## config.mk

```make
export PLATFORM = sky130hd
export DESIGN_NAME = iic_write_master
export DESIGN_NICKNAME = d
export VERILOG_FILES = /design/src/rtl/iic_pkg.sv /design/src/rtl/iic_qtick.sv /design/src/rtl/iic_write_master.sv
export SDC_FILE = /design/constraint.sdc
export NUM_CORES = 1
export LEC_CHECK = 0
export CAP_MARGIN = 10
export CORE_MARGIN = 5
export CORE_UTILIZATION = 52
export DETAILED_ROUTE_END_ITERATION = 6
export DONT_BUFFER_PORTS = 1
export PLACE_DENSITY = 0.67
export REMOVE_ABC_BUFFERS = 1
export SETUP_SLACK_MARGIN = 0.1
export SLEW_MARGIN = 20
export SYNTH_ARGS = -nofsm -noshare
export SYNTH_HDL_FRONTEND = slang
export SYNTH_HIERARCHICAL = 1
export SYNTH_SLANG_ARGS = --single-unit
```

## constraint.sdc

```tcl
create_clock -name clk_10MHz -period 3.9 [get_ports clk_10MHz]
set_input_delay 1.17 -clock clk_10MHz [delete_from_list [all_inputs] [get_ports clk_10MHz]]
set_output_delay 1.17 -clock clk_10MHz [all_outputs]
set_load 0.01 [all_outputs]
```

## src/rtl/iic_pkg.sv

```systemverilog
// Shared constants for the I2C write master: FSM state codes, quarter indices
// and the byte selector for the outgoing byte list.
package iic_pkg;

    localparam logic [2:0] IDLE  = 3'd0;
    localparam logic [2:0] START = 3'd1;
    localparam logic [2:0] BIT   = 3'd2;
    localparam logic [2:0] ACK   = 3'd3;
    localparam logic [2:0] STOP  = 3'd4;
    localparam logic [2:0] BUF   = 3'd5;

    localparam logic [1:0] Q0 = 2'd0;
    localparam logic [1:0] Q1 = 2'd1;
    localparam logic [1:0] Q2 = 2'd2;
    localparam logic [1:0] Q3 = 2'd3;

    localparam int BUF_QUARTERS = 4;

    // Byte slot 1 (register address high) is only ever selected for 16-bit registers.
    function automatic logic [7:0] pick_byte(input logic [1:0]  idx,
                                             input logic [7:0]  addr,
                                             input logic [15:0] reg_addr,
                                             input logic [7:0]  data);
        case (idx)
            2'd0:    return addr;
            2'd1:    return reg_addr[15:8];
            2'd2:    return reg_addr[7:0];
            default: return data;
        endcase
    endfunction

endpackage

```

## src/rtl/iic_qtick.sv

```systemverilog
// Quarter-SCL-period divider: ticks every QDIV clocks and counts quarters 0..3.
// A synchronous restart realigns both counters to the request accept.
module iic_qtick #(
    parameter int QDIV = 25
) (
    input  logic       clk_10MHz,
    input  logic       rst_n,
    input  logic       restart,
    output logic       qtick,
    output logic [1:0] qidx
);

    localparam int CW = (QDIV > 1) ? $clog2(QDIV) : 1;

    logic [CW-1:0] cnt;

    assign qtick = (cnt == CW'(QDIV - 1));

    always_ff @(posedge clk_10MHz or negedge rst_n) begin
        if (!rst_n) begin
            cnt  <= '0;
            qidx <= 2'd0;
        end else if (restart) begin
            cnt  <= '0;
            qidx <= 2'd0;
        end else if (qtick) begin
            cnt  <= '0;
            qidx <= qidx + 2'd1;
        end else begin
            cnt  <= cnt + CW'(1);
        end
    end

endmodule

```

## src/rtl/iic_write_master.sv

```systemverilog
// Byte-oriented I2C write master fed by the OV5647 register-init sequencer.
// Sends Addr, [Reg_Addr hi], Reg_Addr lo, Reg_Data with open-drain enables.
module iic_write_master
    import iic_pkg::*;
#(
    parameter int CLK_FREQ_HZ = 10_000_000,
    parameter int SCL_FREQ_HZ = 100_000
) (
    input  logic        clk_10MHz,
    input  logic        rst_n,
    input  logic        Ctrl_IIC,
    input  logic        IIC_Write,
    input  logic [7:0]  Addr,
    input  logic [15:0] Reg_Addr,
    input  logic        Reg2Addr,
    input  logic [7:0]  Reg_Data,
    output logic        IIC_Busy,
    output logic        Ack_Err,
    output logic        scl_oe,
    output logic        sda_oe,
    input  logic        sda_i
);

    localparam int QDIV = CLK_FREQ_HZ / (4 * SCL_FREQ_HZ);

    logic [2:0]  state;
    logic [2:0]  bit_idx;
    logic [1:0]  byte_idx;
    logic [7:0]  addr_q;
    logic [15:0] reg_addr_q;
    logic        reg2_q;
    logic [7:0]  data_q;
    logic        qtick;
    logic [1:0]  q;
    logic        accept;
    logic        q_end;
    logic [7:0]  cur_byte;
    logic        scl_nxt;
    logic        sda_nxt;

    assign accept   = (state == IDLE) && Ctrl_IIC && IIC_Write;
    assign q_end    = qtick && (q == Q3);
    assign cur_byte = pick_byte(byte_idx, addr_q, reg_addr_q, data_q);

    iic_qtick #(.QDIV(QDIV)) u_qtick (
        .clk_10MHz (clk_10MHz),
        .rst_n     (rst_n),
        .restart   (accept),
        .qtick     (qtick),
        .qidx      (q)
    );

    // Operands are captured once per request; upstream may change them while busy.
    always_ff @(posedge clk_10MHz) begin
        if (accept) begin
            addr_q     <= Addr;
            reg_addr_q <= Reg_Addr;
            reg2_q     <= Reg2Addr;
            data_q     <= Reg_Data;
        end
    end

    always_ff @(posedge clk_10MHz or negedge rst_n) begin
        if (!rst_n) begin
            state    <= IDLE;
            IIC_Busy <= 1'b0;
            Ack_Err  <= 1'b0;
            bit_idx  <= 3'd0;
            byte_idx <= 2'd0;
        end else begin
            case (state)
                IDLE: if (accept) begin
                    state    <= START;
                    IIC_Busy <= 1'b1;
                    Ack_Err  <= 1'b0;
                end
                START: if (q_end) begin
                    state    <= BIT;
                    bit_idx  <= 3'd7;
                    byte_idx <= 2'd0;
                end
                BIT: if (q_end) begin
                    if (bit_idx == 3'd0) state <= ACK;
                    else                 bit_idx <= bit_idx - 3'd1;
                end
                ACK: begin
                    // Slave drives SDA while SCL is high; sample late in that window.
                    if (qtick && (q == Q2) && sda_i) Ack_Err <= 1'b1;
                    if (q_end) begin
                        if (Ack_Err || (byte_idx == 2'd3)) begin
                            state <= STOP;
                        end else begin
                            state    <= BIT;
                            bit_idx  <= 3'd7;
                            byte_idx <= ((byte_idx == 2'd0) && !reg2_q) ? 2'd2 : byte_idx + 2'd1;
                        end
                    end
                end
                STOP: if (q_end) state <= BUF;
                BUF: if (qtick && (q == 2'(BUF_QUARTERS - 1))) begin
                    state    <= IDLE;
                    IIC_Busy <= 1'b0;
                end
                default: begin
                    state    <= IDLE;
                    IIC_Busy <= 1'b0;
                end
            endcase
        end
    end

    always_comb begin
        scl_nxt = 1'b0;
        sda_nxt = 1'b0;
        case (state)
            START: sda_nxt = (q == Q2) || (q == Q3);
            BIT: begin
                scl_nxt = (q == Q0) || (q == Q1);
                sda_nxt = ~cur_byte[bit_idx];
            end
            ACK:  scl_nxt = (q == Q0) || (q == Q1);
            STOP: begin
                scl_nxt = (q == Q0);
                sda_nxt = (q == Q0) || (q == Q1);
            end
            default: ;
        endcase
    end

    // Registered pad enables keep SCL/SDA glitch-free across state changes.
    always_ff @(posedge clk_10MHz or negedge rst_n) begin
        if (!rst_n) begin
            scl_oe <= 1'b0;
            sda_oe <= 1'b0;
        end else begin
            scl_oe <= scl_nxt;
            sda_oe <= sda_nxt;
        end
    end

endmodule

```

# Word level (Yosys, flattened, before mapping)

Cells that the tools add are included.

Output and inout bits: 4
Input port bits: 38
Register bits: 52

Reduce and logical (&&, ||, !) cells: 25
Equality and inequality tests: 22
Mux-type cells: 35
$lt $le $gt $ge: 1
Add/subtract/negate cells: 4
Bitwise gates (word level): 2

Operators by type and width:

| kind                | count |
|---|---|
| $mux 3              | 13 |
| $pmux 8 s3          | 1 |
| $ne 2x2->1 const B  | 10 |
| $pmux 3 s6          | 1 |
| $mux 2              | 6 |
| $mux 5              | 2 |
| $pmux 3 s3          | 1 |
| $eq 2x2->1 const B  | 4 |
| $reduce_and 7->1    | 1 |
| $eq 3x2->1 const B  | 2 |
| $eq 3x3->1 const B  | 2 |
| $logic_and 1x1->1   | 6 |
| $logic_not 3->1     | 2 |
| $pmux 1 s3          | 2 |
| $reduce_and 3->1    | 2 |
| $reduce_and 6->1    | 1 |
| $reduce_bool 2->1   | 3 |
| $add 5x1->5 const B | 1 |
| $eq 5x5->1 const B  | 1 |
| $mux 1              | 5 |
| $add 2x1->2 const B | 2 |
| $eq 2x1->1 const B  | 2 |
| $logic_not 2->1     | 2 |
| $lt 3x4->1 const B  | 1 |
| 12 further kinds    | 16 |

# Logic depth before layout (Yosys ltp)

Depth after elaboration: 6
Gate-level depth with buffers: 9
Gate-level depth less buffers: 9

# Hierarchy

The synthesis kept the hierarchy.

Modules (own cells, without submodules):

| module           | cells each | area an instance (um^2) | times used |
|---|---|---|---|
| iic_write_master | 155        | 1956.9                  | 1 |
| iic_qtick        | 32         | 345.3                   | 1 |

# Least setup slack after synthesis

OpenSTA, ideal clock, no wires.

Path type: input-to-reg
From: input port IIC_Write
To: register u_qtick.cnt[2]
Stages: 5
Data required time: 3.781 ns
Path slack: 1.343 ns
Data arrival time: 2.438 ns
Path buffers: 0
Path through: and3b_1 nand2_1 inv_1 nand2b_1 nor2_1

Cells in the longest elaborated chain, start to end: 2

Ends and longest elaborated chain:

| item                 | RTL line               | text |
|---|---|---|
| from (decl)          | iic_write_master.sv:12 | `input logic IIC_Write,` |
| $logic_and 1x1->1    | iic_write_master.sv:41 | `assign accept = (state == IDLE) && Ctrl_IIC && IIC_Write;` |
| named net accept     | iic_write_master.sv:35 | `logic accept;` |
| $mux 5               | iic_qtick.sv:23        | `end else if (restart) begin` |
| to (signal assigned) | iic_qtick.sv:30        | `cnt <= cnt + CW'(1);` |
| to (decl)            | iic_qtick.sv:15        | `logic [CW-1:0] cnt;` |

The timed path passes the listed nets, and every way through them passes these cells.
A chain may end at the register's enable or synchronous reset.

# Worst setup path after layout

From: register u_qtick.cnt[0]
To: register byte_idx[0]

Cells in the longest elaborated chain, start to end: 4
Elaborated cells between the ends (all ways): 5

Ends and longest elaborated chain:

| item                         | RTL line               | text |
|---|---|---|
| $eq 5x5->1 *                 | iic_qtick.sv:17        | `assign qtick = (cnt == CW'(QDIV - 1));` |
| named net qtick              | iic_write_master.sv:33 | `logic qtick;` |
| $logic_and 1x1->1 *          | iic_write_master.sv:42 | `assign q_end = qtick && (q == Q3);` |
| $ne 2x2->1 (no line)         | --                     |  |
| $reduce_and 4->1 (no line) * | --                     |  |
| to (signal assigned)         | iic_write_master.sv:95 | `byte_idx <= ((byte_idx == 2'd0) && !reg2_q) ? 2'd2 : byte_idx + 2'd1;` |
| to (decl)                    | iic_write_master.sv:28 | `logic [1:0] byte_idx;` |

The timed path passes the listed nets; every way through them passes the cells marked *.

==> metrics <==
run status complete, no violations; H-tree depth 2; Worst EP required 4.13 ns; area grow syn2layout 6.848%; DRC 0; placed instance area between 2000 and 2500 um2; Final Cycle Share 60.33%; Finished Layout Cells between 200 and 250; router iterations before antenna repair 4; Root Driver clkbuf_8; max-cap violations 0; worst flop-to-flop path endpoint byte_idx[0]; clock buffer depth 2; crit path capture type flip-flop; post-route ant nets 0; Total Power around 0.96 mW; All-Layer GR Usage 14.89%; Ports 42; RSZ-0062 raised after global routing no; endpoints failing setup 0; area of the multi-input gates 749.5 um2; Seq cells post-synth 52; dpl cells 232; asr flop ratio synth 36.54%; Worst-path clk slew 0.09 ns; fmax ~430 MHz; wire length per cell 17.18 um; first-pass GRT wire length 6.982 mm; Yosys Warn Count 6; Fillers 373; Leak 1.003 nW; CP Capture Point byte_idx[0]; Total Wirelength 4.122 mm; Peak VDD IR 0.2649 mV; die outline area a little under 6000 um2; EDFF count, synth 33; Hold Vio Cnt, Final 0; flop-to-flop setup slack 1.55 ns; Yosys cell types 40; clock skew 0.007522 ns; flip-flop and latch area 1466 um2; PwrDens 391.2 nW/um2; Reg2Reg Depth 8; post-synthesis sequential area ratio a little under two thirds; largest net degree at the start of global routing 39; Core Footprint 4324 um2; worst r2r src u_qtick/cnt[0]; via count 1419; total global routing overflow 0; GPL Wtd Cong 0.7135; number of global-route vias before repair 1447; setup TNS 0 ns; layout cell share with drive strength beyond 1 5.851%; cts hold-fix bufs 0; Vias/cell 5.913; Die Y 76.54 um; CP Data Arrival Time 2.58 ns; initial antenna violation count 0; worst-skew pair later-pin latency 0.31 ns; design area 2460 um2; syn_area_per_cell 12.31 um2; CTS Sinks 52; num rows 24; area of the mapped netlist roughly 2300 um2; source of the critical timing path u_qtick/cnt[0]; CP Max Fanout 5; Die X 76.54 um; TritonCTS clock tree done; Inserted Diodes 0; DR iter-0 viols ~120; Nets ~230; post-route minimum period 2.353 ns; Initial Utilization 53.24%; input/output buffers 0; dpl hpwl about 3 mm; cell count after synthesis 187; post-cts sizing count 0; crit start category flip-flop; Slew @ Worst Pin 0.4536 ns; # Post-CTS Setup Buffers 0; cts bufs inserted 5; Slew headroom between 60% and 70%; HP Class reg -> reg; Pins Over Slew Limit 0; Setup CP Type reg -> reg; Top FF cell, synth edfxtp_1
==> where the power goes <==
part           internal [mW]  total (mW)  switching, mW  leakage, nW
Sequential             0.586       0.586              0        0.505
Clock                  0.195       0.375          0.181       0.0600
Combinational       0.000300    0.000699       0.000399        0.438
Total                  0.781       0.962          0.181         1.00
==> state kept, by name, summed over array words and instances (netlist names) <==
name,cells
Ack_Err,1
IIC_Busy,1
addr_q,8
bit_idx,3
byte_idx,2
data_q,8
reg2_q,1
reg_addr_q,16
scl_oe,1
sda_oe,1
state,3
u_qtick/cnt,5
u_qtick/qidx,2
==> critical path: stages, from the launching register on <==
cell and delay, ns:
dfrtp_1 0.43, inv_1 0.08, ha_1 0.22, nand4b_4 0.14
inv_1 0.13, nand3_1 0.21, a2111o_1 0.40, or4_1 0.52
o21ai_1 0.15
==> worst min-delay path by stage <==
| stage | start | to | slack (ns) | cells after the start |
|---|---|---|---|---|
| 2_1_floorplan | u_qtick/cnt[0] | u_qtick/cnt[0] | 0.45 | 1 |
| 3_3_place_gp | u_qtick/cnt[0] | u_qtick/cnt[0] | 0.47 | 1 |
| 3_5_place_dp | u_qtick/cnt[0] | u_qtick/cnt[0] | 0.50 | 1 |
| 4_1_cts | u_qtick/cnt[0] | u_qtick/cnt[0] | 0.52 | 1 |
| 5_1_grt | rst_n | sda_oe | 0.51 | 0 |
| 6_report | u_qtick/cnt[0] | u_qtick/cnt[0] | 0.51 | 1 |
==> final cells by class <==
| type | instances | share of cell area (%) |
|---|---|---|
| repair buffers | 1 | 0.3052 |
| clock inverters | 3 | 1.882 |
| multi-input cells | 112 | 30.47 |
| inverters | 15 | 2.289 |
| clock buffers | 5 | 2.798 |
| flip-flops and latches | 52 | 59.61 |
| well taps | 52 | 2.645 |
==> layout by cell type (no fill, tap or decap), drive strengths merged, types with 4 or more instances in the layout <==
master,instances
edfxtp,33
nand2,12
a22oi,6
nand3,5
a21oi,12
inv,16
o21ai,8
clkbuf,5
mux2i,4
nor2,15
ha,8
dfrtp,19
==> cells by family after synthesis <==
logic type | synth area share (%)
AOI/OAI and AO/OA | 13.15
adders and majority gates | 4.348
xor gates and xnor gates | 1.142
DFF | 63.70
muxes | 1.739
and+or+nand+nor | 12.17
buffers and inverters | 3.750
==> cell usage after synthesis, types with 3 or more instances <==
cell      instances  area, um2
nor2_1           15      56.30
nand2b_1          3      18.77
edfxtp_1         33      991.0
ha_1              8      100.1
a21oi_1          12      60.06
nand3_1           5      25.02
dfrtp_1          19      475.5
a31oi_1           3      18.77
nor2b_1           3      18.77
a22oi_1           6      45.04
clkbuf_1          8      30.03
mux2i_1           4      40.04
inv_1            15      56.30
nand2_1          12      45.04
o21ai_0           7      35.03
==> metrics by stage <==
step / hold WS [ns] / util (%) / worst slack [ns]
floorplan: 0.4525 / - / 1.343
global placement: 0.4678 / 54.22 / 1.635
detailed placement: 0.5045 / 54.22 / 1.578
CTS: 0.5180 / 56.89 / 1.532
global route: 0.5100 / 56.89 / 1.416
finish: 0.5116 / 56.89 / 1.547
==> per-layer routing <==
metal | part of all wire [%] | track usage, %
met1 | 42 | 18.72
met5 | 0 | 0
met2 | 49 | 23.46
met3 | 6.4 | 5.201
met4 | 2.1 | 5.944
Power figures use the tool's default switching activity.
